===== src/rtl/chdr_pkt_parser.sv =====
// CHDR packet parser: decodes header/timestamp into registered sideband fields,
// strips header/timestamp/metadata and checks length and sequence continuity.
module chdr_pkt_parser #(
  parameter int unsigned CHDR_W     = 64,
  parameter bit          DROP_MDATA = 1'b1
) (
  input  logic              clk,
  input  logic              rst_n,
  input  logic [CHDR_W-1:0] s_axis_tdata,
  input  logic              s_axis_tlast,
  input  logic              s_axis_tvalid,
  output logic              s_axis_tready,
  output logic [CHDR_W-1:0] m_axis_tdata,
  output logic              m_axis_tlast,
  output logic              m_axis_tuser,
  output logic              m_axis_tvalid,
  input  logic              m_axis_tready,
  output logic              hdr_valid,
  output logic [5:0]        hdr_flags,
  output logic [2:0]        hdr_pkt_type,
  output logic [6:0]        hdr_num_mdata,
  output logic [15:0]       hdr_seq_num,
  output logic [15:0]       hdr_length,
  output logic [15:0]       hdr_dst_epid,
  output logic              hdr_has_time,
  output logic [63:0]       hdr_timestamp,
  input  logic              seq_clear,
  output logic              stat_valid,
  output logic              stat_len_err,
  output logic              stat_seq_err,
  output logic [31:0]       pkt_count,
  output logic [15:0]       err_count
);

  localparam int unsigned BYTES  = CHDR_W / 8;
  localparam int unsigned LOG2_B = $clog2(BYTES);

  typedef enum logic [1:0] {ST_HDR, ST_TS, ST_MDATA, ST_PAYLOAD} state_t;

  state_t      state, state_nxt;
  logic        s_acc, fwd, hdr_acc, last_acc;
  logic [6:0]  mcnt;
  logic [15:0] beat_cnt, beat_nxt;
  logic        seq_loaded, pkt_seq_err;
  logic [15:0] seq_prev;
  logic [63:0] ts_hdr;

  logic [2:0]  in_type;
  logic [6:0]  in_nm;
  logic [15:0] in_seq, in_len, cur_len;
  logic [16:0] exp_beats;
  logic        seq_chk, len_err_c, seq_err_c;

  assign in_type = s_axis_tdata[57:55];
  assign in_nm   = s_axis_tdata[54:48];
  assign in_seq  = s_axis_tdata[47:32];
  assign in_len  = s_axis_tdata[31:16];

  // Wide buses carry the timestamp alongside the header word
  if (CHDR_W >= 128) begin : g_ts_wide
    assign ts_hdr = s_axis_tdata[127:64];
  end else begin : g_ts_narrow
    assign ts_hdr = '0;
  end

  always_ff @(posedge clk or negedge rst_n) begin
    if (!rst_n) state <= ST_HDR;
    else        state <= state_nxt;
  end

  // Next state and the combinational payload path
  always_comb begin
    state_nxt     = state;
    fwd           = 1'b0;
    s_axis_tready = 1'b0;
    m_axis_tvalid = 1'b0;
    m_axis_tdata  = '0;
    m_axis_tlast  = 1'b0;
    m_axis_tuser  = 1'b0;
    unique case (state)
      ST_HDR, ST_TS: s_axis_tready = rst_n;
      ST_MDATA: begin
        if (DROP_MDATA) s_axis_tready = rst_n;
        else            fwd = rst_n;
      end
      ST_PAYLOAD: fwd = rst_n;
      default: ;
    endcase
    if (fwd) begin
      s_axis_tready = m_axis_tready;
      m_axis_tvalid = s_axis_tvalid;
      m_axis_tdata  = s_axis_tdata;
      m_axis_tlast  = s_axis_tlast;
      m_axis_tuser  = (state == ST_MDATA);
    end
    s_acc = s_axis_tvalid & s_axis_tready;
    if (s_acc) begin
      unique case (state)
        ST_HDR: begin
          if (CHDR_W == 64 && in_type == 3'd7) state_nxt = ST_TS;
          else if (in_nm != 7'd0)              state_nxt = ST_MDATA;
          else                                 state_nxt = ST_PAYLOAD;
        end
        ST_TS:    state_nxt = (mcnt != 7'd0) ? ST_MDATA : ST_PAYLOAD;
        ST_MDATA: if (mcnt <= 7'd1) state_nxt = ST_PAYLOAD;
        default: ;
      endcase
      if (s_axis_tlast) state_nxt = ST_HDR;
    end
  end

  assign hdr_acc  = s_acc && (state == ST_HDR);
  assign last_acc = s_acc && s_axis_tlast;

  // Header-only packets are judged from the live beat, others from the held header
  assign beat_nxt  = (beat_cnt == 16'hFFFF) ? beat_cnt : beat_cnt + 16'd1;
  assign cur_len   = (state == ST_HDR) ? in_len : hdr_length;
  assign exp_beats = (17'(cur_len) + 17'(BYTES - 1)) >> LOG2_B;
  assign len_err_c = ({1'b0, beat_nxt} != exp_beats);
  assign seq_chk   = seq_loaded && !seq_clear && (in_seq != seq_prev + 16'd1);
  assign seq_err_c = (state == ST_HDR) ? seq_chk : pkt_seq_err;

  always_ff @(posedge clk or negedge rst_n) begin
    if (!rst_n) begin
      hdr_valid     <= 1'b0;
      hdr_flags     <= '0;
      hdr_pkt_type  <= '0;
      hdr_num_mdata <= '0;
      hdr_seq_num   <= '0;
      hdr_length    <= '0;
      hdr_dst_epid  <= '0;
      hdr_has_time  <= 1'b0;
      hdr_timestamp <= '0;
      mcnt          <= '0;
      beat_cnt      <= '0;
      seq_loaded    <= 1'b0;
      seq_prev      <= '0;
      pkt_seq_err   <= 1'b0;
      stat_valid    <= 1'b0;
      stat_len_err  <= 1'b0;
      stat_seq_err  <= 1'b0;
      pkt_count     <= '0;
      err_count     <= '0;
    end else begin
      hdr_valid  <= hdr_acc;
      stat_valid <= last_acc;
      if (hdr_acc) begin
        hdr_flags     <= s_axis_tdata[63:58];
        hdr_pkt_type  <= in_type;
        hdr_num_mdata <= in_nm;
        hdr_seq_num   <= in_seq;
        hdr_length    <= in_len;
        hdr_dst_epid  <= s_axis_tdata[15:0];
        hdr_has_time  <= (in_type == 3'd7);
        mcnt          <= in_nm;
        pkt_seq_err   <= seq_chk;
        seq_prev      <= in_seq;
        seq_loaded    <= 1'b1;
        if (CHDR_W >= 128 && in_type == 3'd7) hdr_timestamp <= ts_hdr;
      end else if (seq_clear) begin
        seq_loaded <= 1'b0;
      end
      if (s_acc && state == ST_TS)    hdr_timestamp <= s_axis_tdata[63:0];
      if (s_acc && state == ST_MDATA) mcnt <= mcnt - 7'd1;
      if (last_acc)   beat_cnt <= '0;
      else if (s_acc) beat_cnt <= beat_nxt;
      if (last_acc) begin
        stat_len_err <= len_err_c;
        stat_seq_err <= seq_err_c;
        pkt_count    <= pkt_count + 32'd1;
        if ((len_err_c || seq_err_c) && err_count != 16'hFFFF)
          err_count <= err_count + 16'd1;
      end
    end
  end

endmodule

===== config.mk =====
export PLATFORM = sky130hd
export DESIGN_NAME = chdr_pkt_parser
export DESIGN_NICKNAME = d
export VERILOG_FILES = /design/src/rtl/chdr_pkt_parser.sv
export SDC_FILE = /design/constraint.sdc
export NUM_CORES = 1
export LEC_CHECK = 0
export CAP_MARGIN = 25
export CORE_ASPECT_RATIO = 0.9
export CORE_MARGIN = 4
export CORE_UTILIZATION = 50
export CTS_BUF_LIST = sky130_fd_sc_hd__clkbuf_2 sky130_fd_sc_hd__clkbuf_4 sky130_fd_sc_hd__clkbuf_8
export CTS_CLUSTER_SIZE = 12
export DETAILED_ROUTE_END_ITERATION = 10
export DONT_BUFFER_PORTS = 1
export PLACE_DENSITY_LB_ADDON = 0.12
export SLEW_MARGIN = 5
export SYNTH_ARGS = -nofsm -noshare
export SYNTH_HDL_FRONTEND = slang
export SYNTH_SLANG_ARGS = --single-unit

===== constraint.sdc =====
create_clock -name clk -period 8.9 [get_ports clk]
set_input_delay 1.335 -clock clk [delete_from_list [all_inputs] [get_ports clk]]
set_output_delay 1.335 -clock clk [all_outputs]
set_load 0.1 [all_outputs]

==> flow_summary.yaml <==
cts:
  cts_inserted_buffers: 37
  clk_pin_slew_ns: 0.06
  cts_root_buffer: "clkbuf_8"
  post_cts_buffers: 0
  cts.sinks: 208
  clock_path_buffers: 3
  clk_latency_ns: 0.52
  cts_max_level: 2
  post_cts_resized: 0
  holdBufCountCts: 0
  cts_tree: "yes"
drt:
  wirelength_mm: 29.2
  drt-initial-drc-count: 621
  drtPass1Iterations: 5
  drc: 0
  vias: 8119
  viasPerCell: 5.81
  ant_nets: 0
  wl_per_cell_um: 20.9
timing:
  timing.final.ws_setup_ns: 4.66
  slew_headroom_pct: 26.5
  rsz0062_at_grt: "no"
  hold_viol: 0
  fin_tns_setup_ns: 0
  finalClockSkew_ns: 0.0151
  min_period_ns: 4.24
  drv_slew: 0
  clock.fmax_ghz: 0.236
  worst_pin_slew_ns: 1.10
  post-route-period-util_pct: 47.6
  finalSetupViolations: 0
synthesis:
  syn_area_mm2: 0.0109
  ys_ff_latch: 208
  synth-edff-count: 0
  synth_top_area_cell: "dfrtp_1"
  synth_top_area_share_pct: 47.9
  synth_nets: 1175
  synth_area_leaders: "dfrtp_1 48%, nand2_1 8.8%, mux2_2 6.8%, and3_1 5.4%, xnor2_1 5.2%"
  ys_async_sr_fraction_pct: 100
  synth_cells: 1095
  syn_area_per_cell_um2: 9.93
  ys_seq_area_share_pct: 47.9
  synth_ff_type: "dfrtp_1"
  yosys_warnings: 0
  yosysUniqueCellTypes: 75
grt:
  grt_max_degree: 278
  grt_pass1_vias: 7727
  grt_overflow: 0
  grt_pass1_wl_mm: 45.4
  grt_use_total_pct: 23.5
  antenna_found_initial: 1
cells_and_area:
  area_growth_pct: 8.98
  fin_nets: 1162
  fin_util_pct: 56.2
  final_cell_mix: "252 x nand2_1, 208 x dfrtp_1, 94 x and3_1"
  diodes: 0
  filler_cell_count: 1884
  final_area_mm2: 0.0118
  layout_commonest_cell: "nand2_1"
  drive_above_1_share_pct: 16.1
status:
  status: "complete, no violations"
worst_setup_path:
  cp_top_family: "simple AND/OR/NAND/NOR gates"
  cp.arrival_ns: 4.59
  startpoint_type: "primary input"
  cp_max_fo: 277
  cp_num_buf_inv: 1
  slowest_stage: "and3_1"
  required_ns: 9.25
  crit_path_end_kind: "flop"
  slowest_delay_ns: 0.81
  worstSetupPathType: "primary input to flop"
  crit_path_cell_trace: "and3_1, nand2_1, inv_1, and3_1, nand2_1, or3_1, nor2_1, nand3_1, xnor2_1"
min_path:
  hp-class: "flop to flop"
floorplan:
  rows: 50
  die_h_um: 148
  core_area_mm2: 0.0211
  io_pins: 319
  die_x_um: 163
  initial_core_util_pct: 51.6
  die_area_mm2: 0.0242
place:
  placed_cell_area_mm2: 0.0110
  dp_hpwl_mm: 20.0
  gp_congestion: 0.838
  io_buffers: 0
  post-place-ws_ns: 4.56
run:
  drv_cap: 0
## per-stage QoR
stage	hold WS, ns	cells
after floorplan	0.430	1095
after global placement	0.450	1324
after detailed placement	0.475	1326
after CTS	0.487	1394
after global routing	0.475	1397
final	0.476	1397
## Yosys cell counts, drive strengths merged (20+ instances only)
| master | n |
|---|---|
| o21ai | 35 |
| xnor2 | 65 |
| clkbuf | 52 |
| dfrtp | 208 |
| xor2 | 23 |
| a21oi | 26 |
| nand3 | 48 |
| nand4 | 20 |
| nor2 | 33 |
| nand2 | 255 |
| and3 | 94 |
| mux2 | 67 |
## cells by family after synthesis
group / Yosys count / synth area share, %
AND/OR/NAND/NOR: 519 / 24.7
flip-flops: 208 / 47.9
AO/OA/AOI/OAI: 107 / 6.35
XOR/XNOR: 92 / 7.94
multiplexers: 85 / 8.60
buffers and inverters: 74 / 3.41
adder cells (fa/ha/maj): 10 / 1.15
## worst paths after layout
kind	cells after the start	start	slack (ns)	end
min in group asynchronous	0	rst_n	0.54	pkt_count[31]$_DFFE_PN0P_
hold reg to reg	2	pkt_seq_err$_DFFE_PN0P_	0.48	pkt_seq_err$_DFFE_PN0P_
max in group asynchronous	0	rst_n	7.73	beat_cnt[7]$_DFFE_PN0P_
setup / recovery	9	rst_n	4.66	pkt_count[29]$_DFFE_PN0P_
setup reg to reg	9	seq_prev[1]$_DFFE_PN0P_	4.72	err_count[1]$_DFFE_PN0P_
hold / removal	2	pkt_seq_err$_DFFE_PN0P_	0.48	pkt_seq_err$_DFFE_PN0P_
## sequential cells by signal (all words and copies together) (netlist names)
name / flops
stat_valid: 1
mcnt: 7
pkt_count: 32
hdr_timestamp: 64
err_count: 16
hdr_num_mdata: 7
pkt_seq_err: 1
hdr_has_time: 1
seq_loaded: 1
hdr_pkt_type: 3
stat_len_err: 1
hdr_flags: 6
seq_prev: 16
hdr_valid: 1
state: 2
hdr_length: 16
stat_seq_err: 1
hdr_dst_epid: 16
beat_cnt: 16
## metal layers
| metal | global-route usage, % | up-vias | part of all wire (%) |
|---|---|---|---|
| li1 | - | 3793 | - |
| met1 | 31.6 | 3956 | 43 |
| met2 | 36.8 | 321 | 47 |
| met3 | 8.11 | 47 | 9.0 |
| met4 | 5.83 | 2 | 1.6 |
| met5 | 0 | - | 0.045 |
## layout make-up
| cell class | instances | area (um^2) | share of cell area, % |
|---|---|---|---|
| multi-input combinational | 813 | 5310 | 44.8 |
| sequential | 208 | 5200 | 43.9 |
| clock buffer | 59 | 718 | 6.06 |
| tap | 286 | 358 | 3.02 |
| timing repair buffer | 9 | 128 | 1.08 |
| clock inverter | 9 | 83.8 | 0.708 |
| inverter | 13 | 48.8 | 0.412 |
## worst min-delay path: stages, from the launching register on
cell,delay [ns]
dfrtp_1,0.34
nand2_1,0.05
nand2_1,0.05
Power is not shown: default switching activity piles up to over one toggle a cycle in this logic, so the estimate is an artifact.
